`src/rtl/wb_slave_decoder_pkg.sv`:
```
// Shared definitions for the Wishbone slave decoder.
//   - wb_state_e : sequencer state (IDLE / BUSY / RESP)
//   - WB_DAT_W, WB_ADR_W, WB_SEL_W : Wishbone bus widths
//   - clog2()    : ceiling log2, used to size the slave index
package wb_slave_decoder_pkg;

  localparam int WB_DAT_W = 32;
  localparam int WB_ADR_W = 32;
  localparam int WB_SEL_W = 4;

  typedef enum logic [1:0] {
    ST_IDLE = 2'd0,
    ST_BUSY = 2'd1,
    ST_RESP = 2'd2
  } wb_state_e;

  // Ceiling log2 for elaboration-time sizing; clog2(1) = 0.
  function automatic int clog2(input int value);
    int result;
    result = 0;
    for (int i = 0; i < 31; i++) begin
      if ((1 << i) < value) result = i + 1;
    end
    return result;
  endfunction

endpackage

```
`src/rtl/wb_timeout_timer.sv`:
```
// Watchdog counter for the decoder's BUSY phase.
//   clk, rst_n : clock, asynchronous active-low reset
//   clr        : synchronous clear (wins over en)
//   en         : increment the count by one
//   expired    : count has reached TIMEOUT
module wb_timeout_timer #(
  parameter int TIMEOUT = 255
) (
  input  logic clk,
  input  logic rst_n,
  input  logic clr,
  input  logic en,
  output logic expired
);

  logic [15:0] count_q;

  always_ff @(posedge clk or negedge rst_n) begin
    if (!rst_n) begin
      count_q <= '0;
    end else if (clr) begin
      count_q <= '0;
    end else if (en) begin
      count_q <= count_q + 16'd1;
    end
  end

  assign expired = (count_q == 16'(TIMEOUT));

endmodule

```
`src/rtl/wb_slave_decoder.sv`:
```
// Wishbone address decoder and single-transaction sequencer.
//
// Routes one master cycle to exactly one slave window, returns that slave's
// data/ack/err, and errors on unmapped addresses or slaves that stay silent
// for longer than TIMEOUT cycles.
//
// Ports:
//   wb_clk_i, wb_rst_n_i        clock, asynchronous active-low reset
//   m_cyc_i/m_stb_i/m_we_i      master cycle, strobe, write enable
//   m_sel_i/m_adr_i/m_dat_i     master byte selects, byte address, write data
//   m_dat_o/m_ack_o/m_err_o     read data, ack and error back to the master
//   s_cyc_o/s_stb_o             one-hot slave cycle / strobe
//   s_we_o/s_sel_o/s_adr_o/s_dat_o  broadcast request fields (address unmodified)
//   s_dat_i/s_ack_i/s_err_i     slave k read data at [32k+31:32k], acks, errors
//   timeout_cnt_o               saturating count of timeout errors
//
// Handshake: a request is accepted in IDLE when m_cyc_i & m_stb_i are high.
// The selected slave's strobe then stays high until it acks/errs, the timer
// expires or the master drops m_cyc_i. m_ack_o/m_err_o are high for exactly
// one cycle; the master must drop m_stb_i on seeing them, and the decoder
// samples a new request no earlier than the edge after the response clears.
//
// Build option: define WB_SLAVE_DECODER_STATS_EN to enable timeout_cnt_o;
// otherwise it is tied to zero.
//
// Debug: the sequencer state is held in state_q (wb_state_e).
module wb_slave_decoder
  import wb_slave_decoder_pkg::*;
#(
  parameter int                  NUM_SLAVES      = 4,
  parameter int                  SLAVE_ADDR_BITS = 16,
  parameter logic [WB_ADR_W-1:0] BASE_ADDR       = 32'h0000_0000,
  parameter int                  TIMEOUT         = 255
) (
  input  logic                           wb_clk_i,
  input  logic                           wb_rst_n_i,
  input  logic                           m_cyc_i,
  input  logic                           m_stb_i,
  input  logic                           m_we_i,
  input  logic [WB_SEL_W-1:0]            m_sel_i,
  input  logic [WB_ADR_W-1:0]            m_adr_i,
  input  logic [WB_DAT_W-1:0]            m_dat_i,
  output logic [WB_DAT_W-1:0]            m_dat_o,
  output logic                           m_ack_o,
  output logic                           m_err_o,
  output logic [NUM_SLAVES-1:0]          s_cyc_o,
  output logic [NUM_SLAVES-1:0]          s_stb_o,
  output logic                           s_we_o,
  output logic [WB_SEL_W-1:0]            s_sel_o,
  output logic [WB_ADR_W-1:0]            s_adr_o,
  output logic [WB_DAT_W-1:0]            s_dat_o,
  input  logic [WB_DAT_W*NUM_SLAVES-1:0] s_dat_i,
  input  logic [NUM_SLAVES-1:0]          s_ack_i,
  input  logic [NUM_SLAVES-1:0]          s_err_i,
  output logic [15:0]                    timeout_cnt_o
);

  localparam int IDX_W = clog2(NUM_SLAVES);
  // Total decoded span; 33 bits so an address below BASE_ADDR shows up as a
  // huge offset instead of wrapping into the window.
  localparam logic [WB_ADR_W:0] SPAN = 33'(NUM_SLAVES) << SLAVE_ADDR_BITS;

  wb_state_e state_q, state_d;

  logic [IDX_W-1:0]      idx_q, idx_d;
  logic [NUM_SLAVES-1:0] strobe_q, strobe_d;
  logic [WB_DAT_W-1:0]   m_dat_d;
  logic                  m_ack_d, m_err_d;
  logic                  s_we_d;
  logic [WB_SEL_W-1:0]   s_sel_d;
  logic [WB_ADR_W-1:0]   s_adr_d;
  logic [WB_DAT_W-1:0]   s_dat_d;

  logic [WB_ADR_W:0]     offset;
  logic                  in_range;
  logic [IDX_W-1:0]      req_idx;

  logic                  sel_ack, sel_err;
  logic [WB_DAT_W-1:0]   sel_dat;

  logic                  timer_clr, timer_en, timer_expired;

  // Address decode of the incoming request.
  assign offset   = {1'b0, m_adr_i} - {1'b0, BASE_ADDR};
  assign in_range = (offset < SPAN);
  assign req_idx  = offset[SLAVE_ADDR_BITS +: IDX_W];

  // Responses from the slave latched at request time; others are ignored.
  assign sel_ack = s_ack_i[idx_q];
  assign sel_err = s_err_i[idx_q];

  always_comb begin
    sel_dat = '0;
    for (int k = 0; k < NUM_SLAVES; k++) begin
      if (idx_q == IDX_W'(k)) sel_dat = s_dat_i[k*WB_DAT_W +: WB_DAT_W];
    end
  end

  wb_timeout_timer #(
    .TIMEOUT (TIMEOUT)
  ) u_timer (
    .clk     (wb_clk_i),
    .rst_n   (wb_rst_n_i),
    .clr     (timer_clr),
    .en      (timer_en),
    .expired (timer_expired)
  );

  // Next-state and next-output logic.
  always_comb begin
    state_d   = state_q;
    idx_d     = idx_q;
    strobe_d  = strobe_q;
    m_dat_d   = m_dat_o;
    m_ack_d   = 1'b0;
    m_err_d   = 1'b0;
    s_we_d    = s_we_o;
    s_sel_d   = s_sel_o;
    s_adr_d   = s_adr_o;
    s_dat_d   = s_dat_o;
    timer_clr = 1'b0;
    timer_en  = 1'b0;

    case (state_q)
      ST_IDLE: begin
        // Holding the timer clear in IDLE guarantees it starts at zero in BUSY.
        timer_clr = 1'b1;
        if (m_cyc_i && m_stb_i) begin
          s_we_d  = m_we_i;
          s_sel_d = m_sel_i;
          s_adr_d = m_adr_i;
          s_dat_d = m_dat_i;
          if (in_range) begin
            idx_d             = req_idx;
            strobe_d          = '0;
            strobe_d[req_idx] = 1'b1;
            state_d           = ST_BUSY;
          end else begin
            m_err_d = 1'b1;
            m_dat_d = '0;
            state_d = ST_RESP;
          end
        end
      end

      ST_BUSY: begin
        // Slave err outranks a simultaneous ack; both outrank the timeout.
        if (!m_cyc_i) begin
          strobe_d = '0;
          state_d  = ST_IDLE;
        end else if (sel_err) begin
          m_err_d  = 1'b1;
          m_dat_d  = '0;
          strobe_d = '0;
          state_d  = ST_RESP;
        end else if (sel_ack) begin
          m_ack_d  = 1'b1;
          m_dat_d  = sel_dat;
          strobe_d = '0;
          state_d  = ST_RESP;
        end else if (timer_expired) begin
          m_err_d  = 1'b1;
          m_dat_d  = '0;
          strobe_d = '0;
          state_d  = ST_RESP;
        end else begin
          timer_en = 1'b1;
        end
      end

      ST_RESP: begin
        // ack/err default low here, so the response lasts one cycle.
        state_d = ST_IDLE;
      end

      default: begin
        strobe_d = '0;
        state_d  = ST_IDLE;
      end
    endcase
  end

  always_ff @(posedge wb_clk_i or negedge wb_rst_n_i) begin
    if (!wb_rst_n_i) begin
      state_q  <= ST_IDLE;
      idx_q    <= '0;
      strobe_q <= '0;
      m_dat_o  <= '0;
      m_ack_o  <= 1'b0;
      m_err_o  <= 1'b0;
      s_we_o   <= 1'b0;
      s_sel_o  <= '0;
      s_adr_o  <= '0;
      s_dat_o  <= '0;
    end else begin
      state_q  <= state_d;
      idx_q    <= idx_d;
      strobe_q <= strobe_d;
      m_dat_o  <= m_dat_d;
      m_ack_o  <= m_ack_d;
      m_err_o  <= m_err_d;
      s_we_o   <= s_we_d;
      s_sel_o  <= s_sel_d;
      s_adr_o  <= s_adr_d;
      s_dat_o  <= s_dat_d;
    end
  end

  // Cycle and strobe always move together for a single-beat classic cycle.
  assign s_cyc_o = strobe_q;
  assign s_stb_o = strobe_q;

`ifdef WB_SLAVE_DECODER_STATS_EN
  logic        timeout_evt;
  logic [15:0] timeout_cnt_q;

  // Mirrors the lowest-priority BUSY branch: only a genuine timeout counts.
  assign timeout_evt = (state_q == ST_BUSY) && m_cyc_i && !sel_err &&
                       !sel_ack && timer_expired;

  always_ff @(posedge wb_clk_i or negedge wb_rst_n_i) begin
    if (!wb_rst_n_i) begin
      timeout_cnt_q <= '0;
    end else if (timeout_evt && (timeout_cnt_q != 16'hFFFF)) begin
      timeout_cnt_q <= timeout_cnt_q + 16'd1;
    end
  end

  assign timeout_cnt_o = timeout_cnt_q;
`else
  assign timeout_cnt_o = '0;
`endif

endmodule

```
`config.mk`:
```
export PLATFORM = sky130hd
export DESIGN_NAME = wb_slave_decoder
export DESIGN_NICKNAME = d
export VERILOG_FILES = /design/src/rtl/wb_slave_decoder_pkg.sv /design/src/rtl/wb_timeout_timer.sv /design/src/rtl/wb_slave_decoder.sv
export SDC_FILE = /design/constraint.sdc
export NUM_CORES = 1
export LEC_CHECK = 0
export ABC_AREA = 1
export CORE_MARGIN = 2
export CORE_UTILIZATION = 32
export CTS_BUF_LIST = sky130_fd_sc_hd__clkbuf_4
export CTS_CLUSTER_DIAMETER = 60
export DETAILED_ROUTE_END_ITERATION = 10
export HOLD_SLACK_MARGIN = 0.03
export PLACE_DENSITY = 0.76
export RECOVER_POWER = 100
export SYNTH_ARGS = -nofsm -noshare
export SYNTH_HDL_FRONTEND = slang
export SYNTH_HIERARCHICAL = 1
export SYNTH_SLANG_ARGS = --single-unit
```
`constraint.sdc`:
```
create_clock -name wb_clk_i -period 4.3 [get_ports wb_clk_i]
set_input_delay 1.075 -clock wb_clk_i [delete_from_list [all_inputs] [get_ports wb_clk_i]]
set_output_delay 1.075 -clock wb_clk_i [all_outputs]
set_load 0.02 [all_outputs]
```
* Word level (Yosys, flattened, before mapping) *
Cells that the tools add are included.

cells by class
  $add $sub $neg = 1
  multipliers = 0
  div/mod/pow operators = 0
  magnitude comparators = 4
  eq/ne operators = 12
  shift-type cells = 0
  mux-type cells = 50
  bitwise gates (word level) = 1
  reductions and logical operators = 11

operator list
  cell                   count
  $mux 32                10
  $pmux 32 s2            1
  $lt 32x19->1 const B   1
  $mux 16                2
  $mux 4                 6
  $mux 1                 19
  $add 16x1->16 const B  1
  $eq 16x8->1 const B    1
  $mux 2                 6
  $pmux 4 s3             1
  $ne 2x2->1 const B     4
  $eq 2x2->1 const B     3
  $lt 2x3->1 const B     2
  $ne 5x5->1 const B     1
  $reduce_and 5->1       1
  $bmux 1 s2             2
  $eq 2x1->1 const B     2
  $logic_not 2->1        2
  $ne 4x4->1 const B     1
  $pmux 2 s2             1
  $reduce_and 2->1       2
  $reduce_and 4->1       1
  $reduce_bool 2->1      2
  $reduce_and 3->1       1
  other kinds (5)        6

word-level totals
  bits in registers = 127
  bits in latches = 0
  memory bits (writable) = 0
  ROM bits = 0
  bits of input ports = 209
  output and inout port bits = 127
  word-level logic and storage cells = 90
  memories = 0

* Depth between registers and ports, before layout *
Gate-level depths: netlist (run 1).

  depth after elaboration = 9
  gate-level depth with buffers = 16
  depth with buffers taken out = 16

* Hierarchy *
The synthesis (run 1) kept the hierarchy.

modules (own cells, without submodules)
  module            instances  cells each  area an instance (µm²)  sequential area each (µm²)
  wb_slave_decoder  1          796         5690.5                  2777.7
  wb_timeout_timer  1          128         913.4                   400.4

* Worst setup path after synthesis (run 1) *
No wires, ideal clock.

  path kind = in2reg
  start point = in s_err_i[3]
  end point = reg u_timer.count_q[13]
  library setup time = 0.117 ns
  data arrival time = 2.325 ns
  required time = 4.183 ns
  path slack = 1.858 ns
  stages = 14
  path buffers = 0
  path through = nand2_1 > nand2_1 > nand2_1 > nand2_1 > nor2_1 > nand3_1 > inv_1 > nor2_4 > nor2_4 > nand2_1 > nor2_1 > nand2_1 > nand2_1 > nor2_1

on the way
  word-level cells in the longest chain between the ends = 6

RTL lines
  item                          RTL line                 text
  start, declared               wb_slave_decoder.sv:54   input logic [NUM_SLAVES-1:0] s_err_i,
  $bmux 1 s2                    wb_slave_decoder.sv:90   assign sel_err = s_err_i[idx_q];
  $mux 1 (not written as such)  wb_slave_decoder.sv:90
  $mux 1                        wb_slave_decoder.sv:151  end else if (sel_err) begin
  $mux 1                        wb_slave_decoder.sv:148  if (!m_cyc_i) begin
  $mux 1                        wb_slave_decoder.sv:124  case (state_q)
  net timer_en                  wb_slave_decoder.sv:81   logic timer_clr, timer_en, timer_expired;
  $reduce_bool 2->1 (no line)   -
  end signal, assigned          wb_timeout_timer.sv:24   count_q <= count_q + 16'd1;
  end, declared                 wb_timeout_timer.sv:16   logic [15:0] count_q;

The timed path passes the listed nets, and every way through them passes these cells. The select of a mux whose other input is x is not followed.
A chain may end at the register's enable or synchronous reset.

* Final worst setup path (run 1) *
  start point = in m_cyc_i
  end point = reg idx_q[1]

on the way
  word-level cells in the longest chain between the ends = 2

RTL lines
  item                        RTL line                 text
  start, declared             wb_slave_decoder.sv:37   input logic m_cyc_i,
  $logic_and 1x1->1           wb_slave_decoder.sv:128  if (m_cyc_i && m_stb_i) begin
  $reduce_and 3->1 (no line)  -
  end signal, assigned        wb_slave_decoder.sv:197  idx_q <= idx_d;
  end, declared               wb_slave_decoder.sv:65   logic [IDX_W-1:0] idx_q, idx_d;

Every way passes these cells.

==> results of run 1 <==
-- sequential cells by signal, summed over array words and instances (netlist names) --
| register | cells |
|---|---|
| state_q | 2 |
| idx_q | 2 |
| u_timer/count_q | 16 |
| s_adr_o | 32 |
| s_dat_o | 32 |
| s_we_o | 1 |
| m_ack_o | 1 |
| s_sel_o | 4 |
| s_cyc_o | 4 |
| m_err_o | 1 |
| m_dat_o | 32 |
-- cells in the final DEF (no fill, tap or decap), types with 2 or more instances in the layout --
cell / count
inv_8: 2
nor4_1: 2
clkbuf_1: 3
nand2_1: 410
nor2_4: 4
inv_1: 58
nor2_1: 75
clkbuf_4: 17
clkinvlp_4: 2
o21ai_1: 8
buf_4: 6
dfrtp_1: 127
dlygate4sd3_1: 112
o21ai_0: 55
clkbuf_2: 2
conb_1: 16
nand3_1: 75
a21oi_1: 5
bufinv_16: 2
nor2_2: 3
nor3_1: 6
or2_2: 15
nand4_1: 7
nand2_2: 3
inv_6: 8
clkdlybuf4s50_1: 206
-- cell families after synthesis --
group / after synthesis / share of synthesized area
DFF: 127 / 0.481
xor gates and xnor gates: 1 / 0.00133
other: 1 / 0.000568
and+or+nand+nor: 602 / 0.375
buffers and inverters: 122 / 0.0856
adders and majority gates: 1 / 0.00189
AOI/OAI and AO/OA: 70 / 0.0540
-- cell type report --
class / count / area [um^2]
Fill cell: 1948 / 10000
Timing Repair Buffer: 329 / 3250
Sequential cell: 127 / 3180
Multi-Input combinational cell: 690 / 2910
Tap cell: 270 / 338
Inverter: 59 / 221
Clock inverter: 15 / 171
Clock buffer: 17 / 128
-- cell usage after synthesis --
library cell,n,area (um^2)
ha_1,1,12.5
o31ai_1,1,7.51
nand3_1,75,375
conb_1,1,3.75
buf_4,22,165
inv_2,3,11.3
xnor2_1,1,8.76
dfrtp_1,127,3180
nand3_2,1,10.0
buf_2,14,70.1
nor3_1,6,30.0
buf_6,1,11.3
nand2_2,5,31.3
o21ai_1,8,40.0
a21oi_2,1,8.76
inv_1,56,210
nor2_1,76,285
a21oi_1,5,25.0
nand2_1,408,1530
nor3b_1,1,7.51
nor2_2,2,12.5
nor4_1,2,12.5
buf_1,6,22.5
nor2_4,4,45.0
clkbuf_1,20,75.1
nand4_1,7,43.8
o21ai_0,55,275
or2_2,15,93.8
-- power by group --
part           total (mW)  switching (mW)  internal, mW
clock network       0.891           0.526         0.365
registers            1.35          0.0528          1.29
logic               0.727           0.368         0.359
-- stage by stage --
step | utilization | cells | hold slack (ns)
after floorplan | - | 939 | 0.495
after global placement | 0.491 | 1475 | 0.453
after detailed placement | 0.491 | 1475 | 0.458
after CTS | 0.506 | 1507 | 0.488
after global routing | 0.504 | 1507 | 0.501
final | 0.504 | 1507 | 0.478
-- metal layers --
layer  global-route usage  vias to the layer above  part of all wire
met5                    0                        -                 0
met3               0.0735                       26             0.084
met1                0.258                     3225              0.43
met4               0.0577                        0             0.016
li1                     -                     3437                 -
met2                0.333                      272              0.47
-- worst paths after layout --
kind	from	endpoint	slack (ns)
max	m_cyc_i	idx_q[1]	0.69
min	s_adr_o[20]	s_adr_o[20]	0.48
max reg2reg	idx_q[0]	m_dat_o[27]	0.73
min reg2reg	s_adr_o[20]	s_adr_o[20]	0.48
max in group asynchronous	wb_rst_n_i	m_dat_o[29]	1.16
min in group asynchronous	wb_rst_n_i	s_adr_o[4]	1.17
-- critical path: stages --
cell and delay [ns]:
dlygate4sd3_1 0.60, nand2_1 0.17, nor2_4 0.13, buf_4 0.30, clkbuf_1 1.20, nand3_1 0.34, nand2_1 0.13, o21ai_0 0.09
==> qor.yml, run 1 <==
status: "complete, but fails checks"
violations: "capacitance limit, slew limit"
reg2reg_depth: 10
clock_path_buffers: 2
layout_setup_ws_ns: 0.686
insertion_delay_ns: 0.55
placed_cell_area_um2: 9930
first_global_vias: 6705
drv_slew: 129
port_buffers: 319
start_kind: "primary input"
stdcell_area_um2: 10200
whs_path_depth: 2
seq_area_frac_synth: 0.481
vias: 6960
crit_fanout: 37
max_freq_mhz: 277
synth_area_per_cell_um2: 7.15
fp-row-count: 52
p_leak_nw: 5.20
start_util: 0.326
arrival_ns: 4.05
synth_warnings: 6
min_path_type: "reg2reg"
worstSetupPathType: "in2reg"
max_slew_margin: -0.525
nets: 1434
clk_pin_slew_ns: 0.13
wl_per_cell_um: 14.9
cp-end-kind: "flip-flop"
dp_slack_ns: 1.04
p_per_area_nw_per_um2: 291
hold_buffers: 0
ys_seq_elements: 127
setup_viol: 0
cts.htree.levels: 4
dp_hpwl_um: 16700
grt_pass1_wl_um: 35200
rsz0062_at_grt: "false"
area_growth_syn_to_layout_pct: 54.5
core_area_um2: 20200
worstPathRequired_ns: 4.73
syn_inst: 924
die_h_um: 148
antennaDiodeCount: 0
die_area_um2: 21800
cts_tree: "built"
grt_start_max_net_pins: 91
cts_resized: 0
total_power_mw: 2.96
irDropWorstVdd_v: 0.000197
cts_buffers: 17
cts.sinks: 127
max-cap-violations: 3
routed_wl_um: 22500
grt_usage: 0.205
die_width_um: 148
netlist-cell-type-count: 28
drt_first_iter_violations: 415
avgViaCountPerCell: 4.62
cts-root-buf: "clkbuf_4"
drtAntennaViolNets: 0
layout-drive-gt1-share: 0.0542
cts_setup_buffers: 0
clock_skew_ns: 0.0196
io_pins: 336
grt_overflow: 0
worstMarginPinSlew_ns: 2.29
synth_area_um2: 6600
tns_ns: 0
gp_congestion: 0.867
hold_viol_final: 0
min_period_ns: 3.61
antenna_found_initial: 0
min_period_over_period: 0.841
drtPass1Iterations: 5
drc: 0
Power figures use the tool's default switching activity.
==> inputs of run 2 (changes only) <==
--- a/config.mk
+++ b/config.mk
@@ -12,7 +12,7 @@
 export CTS_CLUSTER_DIAMETER = 60
 export DETAILED_ROUTE_END_ITERATION = 10
 export HOLD_SLACK_MARGIN = 0.03
-export PLACE_DENSITY = 0.76
+export PLACE_DENSITY = 0.78
 export RECOVER_POWER = 100
 export SYNTH_ARGS = -nofsm -noshare
 export SYNTH_HDL_FRONTEND = slang
==> constraint.sdc (replaced) <==
create_clock -name wb_clk_i -period 2.9 [get_ports wb_clk_i]
set_input_delay 0.725 -clock wb_clk_i [delete_from_list [all_inputs] [get_ports wb_clk_i]]
set_output_delay 0.725 -clock wb_clk_i [all_outputs]
set_load 0.02 [all_outputs]
==> qor.yml, run 2 (synthesis gave the netlist of run 1 again) <==
min_path_type: "reg2reg"
cts.sinks: 127
io_pins: 336
swShare: 0.297
irDropWorstVdd_v: 0.000287
max_freq_mhz: 419
area_growth_syn_to_layout_pct: 55.9
fp-row-count: 52
port_buffers: 319
die_width_um: 148
first_global_vias: 6583
vias: 6936
routed_wl_um: 21900
p_clk_frac: 0.310
cts_buffers: 17
rsz0062_at_grt: "false"
hold_buffers: 0
final_core_util: 0.509
drtPass1Iterations: 5
dp_hpwl_um: 16700
p_int_mw: 3.14
path_cells: "nor2_1 -> nand2_1 -> nand2_1 -> nor2_1 -> nand3_1 -> inv_1 -> nor2_4 -> nor2_1 -> nand2_1 -> nor2_1 -> nand2_1 -> nand2_1 -> nor2_1"
cts_tree: "built"
cts_resized: 0
critPathMaxStageDelay_ns: 0.72
setup_viol: 0
rrSetupSlack_ns: 0.51
clock_skew_ns: 0.0187
crit_fanout: 13
grt_overflow: 0
start_kind: "flip-flop"
gp_congestion: 0.858
p_leak_nw: 5.26
status: "complete, but fails checks"
grt_start_max_net_pins: 61
wl_per_cell_um: 14.4
cpMaxStageDelayCell: "dfrtp_1"
die_area_um2: 21800
hold_ws_ns: 0.471
cts.htree.levels: 4
worstSetupPathType: "reg2reg"
drtAntennaViolNets: 0
antenna_found_initial: 1
core_area_um2: 20200
reg.largest.list: "m_dat_o: 32 flops, s_adr_o: 32 flops, s_dat_o: 32 flops"
layout-drive-gt1-share: 0.0571
max-cap-violations: 1
seqPwrFrac: 0.448
cts-root-buf: "clkbuf_4"
tns_ns: 0
clock_path_buffers: 2
nets: 1441
avgViaCountPerCell: 4.58
max_slew_margin: -0.0553
grt_usage: 0.197
worstPathRequired_ns: 3.34
p_sw_mw: 1.32
final_common_cell: "nand2_1"
worstMarginPinSlew_ns: 1.58
cp-end-kind: "flip-flop"
drv_slew: 60
min_period_over_period: 0.824
drt_first_iter_violations: 234
die_h_um: 148
cts_setup_buffers: 0
final_cell_mix: "nand2_1, clkdlybuf4s50_1, dfrtp_1"
insertion_delay_ns: 0.53
arrival_ns: 2.83
start_util: 0.326
hold_viol_final: 0
grt_pass1_wl_um: 34100
min_period_ns: 2.39
drc: 0
clk_pin_slew_ns: 0.12
p_per_area_nw_per_um2: 433
violations: "capacitance limit, slew limit"
comb_power_share: 0.242
run 2: cell count changes in the layout (fill, tap and decap cells not counted), moves of 2 or more:
| cell | change |
|---|---|
| buf_12 | +3 |
| buf_4 | +3 |
| bufinv_16 | +2 |
| clkbuf_1 | -2 |
| clkbuf_2 | +3 |
| clkinv_2 | +2 |
| clkinv_4 | +4 |
| diode_2 | +2 |
| inv_6 | -7 |
| inv_8 | -2 |
| nor2_1 | +5 |
| nor2_2 | -3 |
| nor2_4 | -2 |
run 2: cell type report:
| class | count | area, um^2 |
|---|---|---|
| clock inverters | 14 | 193 |
| flip-flops and latches | 127 | 3180 |
| well taps | 270 | 338 |
| repair buffers | 336 | 3340 |
| clock buffers | 17 | 128 |
| inverters | 59 | 221 |
| multi-input cells | 690 | 2890 |
| fillers | 1928 | 9940 |
| diodes | 2 | 5.00 |
run 2: per-layer routing:
layer  vias up  share of wire  track usage
li1       3457              -            -
met1      3187           0.42        0.248
met2       267           0.47        0.322
met3        25          0.084       0.0657
met4         0          0.017       0.0596
met5         -              0            0
run 2: power groups by stage:
stage | Combinational, mW | Sequential [mW] | Clock, mW
4_1_cts | 1.15 | 2.01 | 1.43
2_1_floorplan | 0.261 | 2.22 | 0
5_1_grt | 1.17 | 2.02 | 1.51
3_3_place_gp | 1.14 | 2.03 | 0
6_report | 1.08 | 2.00 | 1.38
3_5_place_dp | 1.15 | 2.04 | 0
run 2: per-stage QoR:
stage	setup WS, ns	instance area [um^2]	std cells	total power [mW]
after global placement	0.315	10000	1482	3.17
after detailed placement	0.261	10000	1482	3.19
after CTS	0.502	10300	1513	4.60
after floorplan	0.808	6660	939	2.48
after global routing	0.261	10300	1515	4.70
final	0.511	10300	1515	4.46
run 2: path summary, 6_finish.rpt:
check,endpoint,start,depth (start not counted)
setup / recovery,u_timer/count_q[13],idx_q[1],13
hold / removal,s_adr_o[15],s_adr_o[15],2
setup reg to reg,u_timer/count_q[13],idx_q[1],13
hold reg to reg,s_adr_o[15],s_adr_o[15],2
max in group asynchronous,s_adr_o[15],wb_rst_n_i,2
min in group asynchronous,m_ack_o,wb_rst_n_i,1
run 2: worst max-delay path: cells and delay by family, from the launching register on:
kind	cells	cell delay (ns)
AND/OR/NAND/NOR	12	1.40
buffers and inverters	1	0.17
flip-flops	1	0.72
==> inputs of run 3 (changes only) <==
--- a/config.mk
+++ b/config.mk
@@ -12,7 +12,7 @@
 export CTS_CLUSTER_DIAMETER = 60
 export DETAILED_ROUTE_END_ITERATION = 10
 export HOLD_SLACK_MARGIN = 0.03
-export PLACE_DENSITY = 0.78
+export PLACE_DENSITY = 0.76
 export RECOVER_POWER = 100
 export SYNTH_ARGS = -nofsm -noshare
 export SYNTH_HDL_FRONTEND = slang
==> constraint.sdc (replaced) <==
create_clock -name wb_clk_i -period 2.2 [get_ports wb_clk_i]
set_input_delay 0.55 -clock wb_clk_i [delete_from_list [all_inputs] [get_ports wb_clk_i]]
set_output_delay 0.55 -clock wb_clk_i [all_outputs]
set_load 0.02 [all_outputs]
==> qor.yml, run 3 (synthesis gave the netlist of run 1 again) <==
status: "finished, final reports clean"
hp-start: "s_adr_o[12]"
dp_hpwl_um: 17500
cts_tree: "built"
critPathTopFamily: "buffers and inverters"
reg.largest.list: "m_dat_o: 32 flops, s_adr_o: 32 flops, s_dat_o: 32 flops"
wl_per_cell_um: 14.7
die_area_um2: 21800
placedCellCount: 1505
rrSetupSlack_ns: 0.18
cts_buffers: 17
avgViaCountPerCell: 4.57
reg2reg_depth: 12
clock_skew_ns: 0.0191
whs_path_depth: 2
start_util: 0.326
gp_congestion: 0.834
r2r_start: "idx_q[1]"
crit_fanout: 3
max_freq_mhz: 473
cts-root-buf: "clkbuf_4"
grt_pass1_wl_um: 35200
ff_latch_area_um2: 3180
final_common_cell: "nand2_1"
irDropWorstVdd_v: 0.000503
min_period_over_period: 0.960
cp-end-kind: "primary output"
cpMaxStageDelayCell: "clkdlybuf4s50_1"
min_period_ns: 2.11
clock_path_buffers: 2
cts.sinks: 127
p_per_area_nw_per_um2: 565
grt_start_max_net_pins: 52
p_leak_nw: 5.16
start_kind: "flip-flop"
min_path_type: "reg2reg"
die_h_um: 148
min_to: "s_adr_o[12]"
die_width_um: 148
rsz0062_at_grt: "false"
clk_pin_slew_ns: 0.12
drtPass1Iterations: 5
first_global_vias: 6808
drt_first_iter_violations: 359
drtAntennaViolNets: 0
antenna_found_initial: 2
num-fill-cells: 1950
cts.htree.levels: 4
final_cell_mix: "nand2_1, clkdlybuf4s50_1, dfrtp_1"
critPathBufInv: 1
setup_viol: 0
layout-drive-gt1-share: 0.0827
arrival_ns: 1.56
grt_overflow: 0
nets: 1466
worstMarginPinSlew_ns: 1.14
vias: 7039
drc: 0
layout.cells.non_filler: 1541
multi_input_area_um2: 2910
hold_viol_final: 0
routed_wl_um: 22600
max_slew_margin: 0.239
r2r-end: "m_dat_o[15]"
fp-row-count: 52
critPathMaxStageDelay_ns: 0.62
layout_setup_ws_ns: 0.0876
dp_slack_ns: -0.129
max-cap-violations: 0
port_buffers: 319
worstPathRequired_ns: 1.65
area_growth_syn_to_layout_pct: 58.2
core_area_um2: 20200
io_pins: 336
insertion_delay_ns: 0.55
worstSetupPathType: "reg2out"
grt_usage: 0.205
drv_slew: 0
path_cells: "clkdlybuf4s50_1"
## run 3: through the flow
| step | cell area, um^2 | util | power, mW | hold slack (ns) | TNS (ns) |
|---|---|---|---|---|---|
| final | 10400 | 0.516 | 5.91 | 0.481 | 0 |
| after global routing | 10400 | 0.516 | 6.21 | 0.461 | 0 |
| after CTS | 10600 | 0.523 | 6.04 | 0.431 | 0 |
| after detailed placement | 10300 | 0.507 | 4.23 | 0.458 | -1.55 |
| after global placement | 10300 | 0.507 | 4.21 | 0.453 | -0.563 |
| after floorplan | 6660 | - | 3.27 | 0.254 | 0 |
## run 3: area by class of cell
class                           instances  area share
Timing Repair Buffer                  361       0.333
Sequential cell                       127       0.304
Multi-Input combinational cell        690       0.279
Tap cell                              270      0.0323
Inverter                               59      0.0212
Clock inverter                         15      0.0178
Clock buffer                           17      0.0122
Antenna cell                            2    0.000479
## run 3: per-layer routing
metal	share of wire	vias to the layer above	GRT usage	wire [um]
li1	-	3508	-	-
met1	0.41	3224	0.248	9280
met2	0.48	275	0.341	10800
met3	0.090	32	0.0728	2030
met4	0.022	0	0.0630	495
met5	0	-	0	0
## run 3: report_power, final
| group | total (mW) | switching [mW] | internal [mW] |
|---|---|---|---|
| Sequential | 2.64 | 0.115 | 2.53 |
| Combinational | 1.48 | 0.725 | 0.757 |
| Clock | 1.78 | 0.977 | 0.805 |
## run 3: worst max path at each step
stage               cells past startpoint                  end                 from  slack, ns
floorplan                              15  u_timer/count_q[13]   u_timer/count_q[0]       0.13
global placement                       15  u_timer/count_q[13]           s_err_i[2]      -0.12
detailed placement                     15  u_timer/count_q[13]           s_err_i[2]      -0.13
CTS                                     1           s_cyc_o[0]           s_cyc_o[0]       0.01
global route                           11           m_dat_o[2]  u_timer/count_q[12]      0.002
finish                                  1           s_cyc_o[1]           s_cyc_o[1]       0.09
## run 3: timing repair
action | CTS | global route
buffers inserted | 0 | 1
endpoints found under the setup margin | 4 | 22
resized for setup | 4 | 20
hold buffers | 1 | 0
pin swaps | 0 | 0
endpoints found under the hold margin | 41 | 0
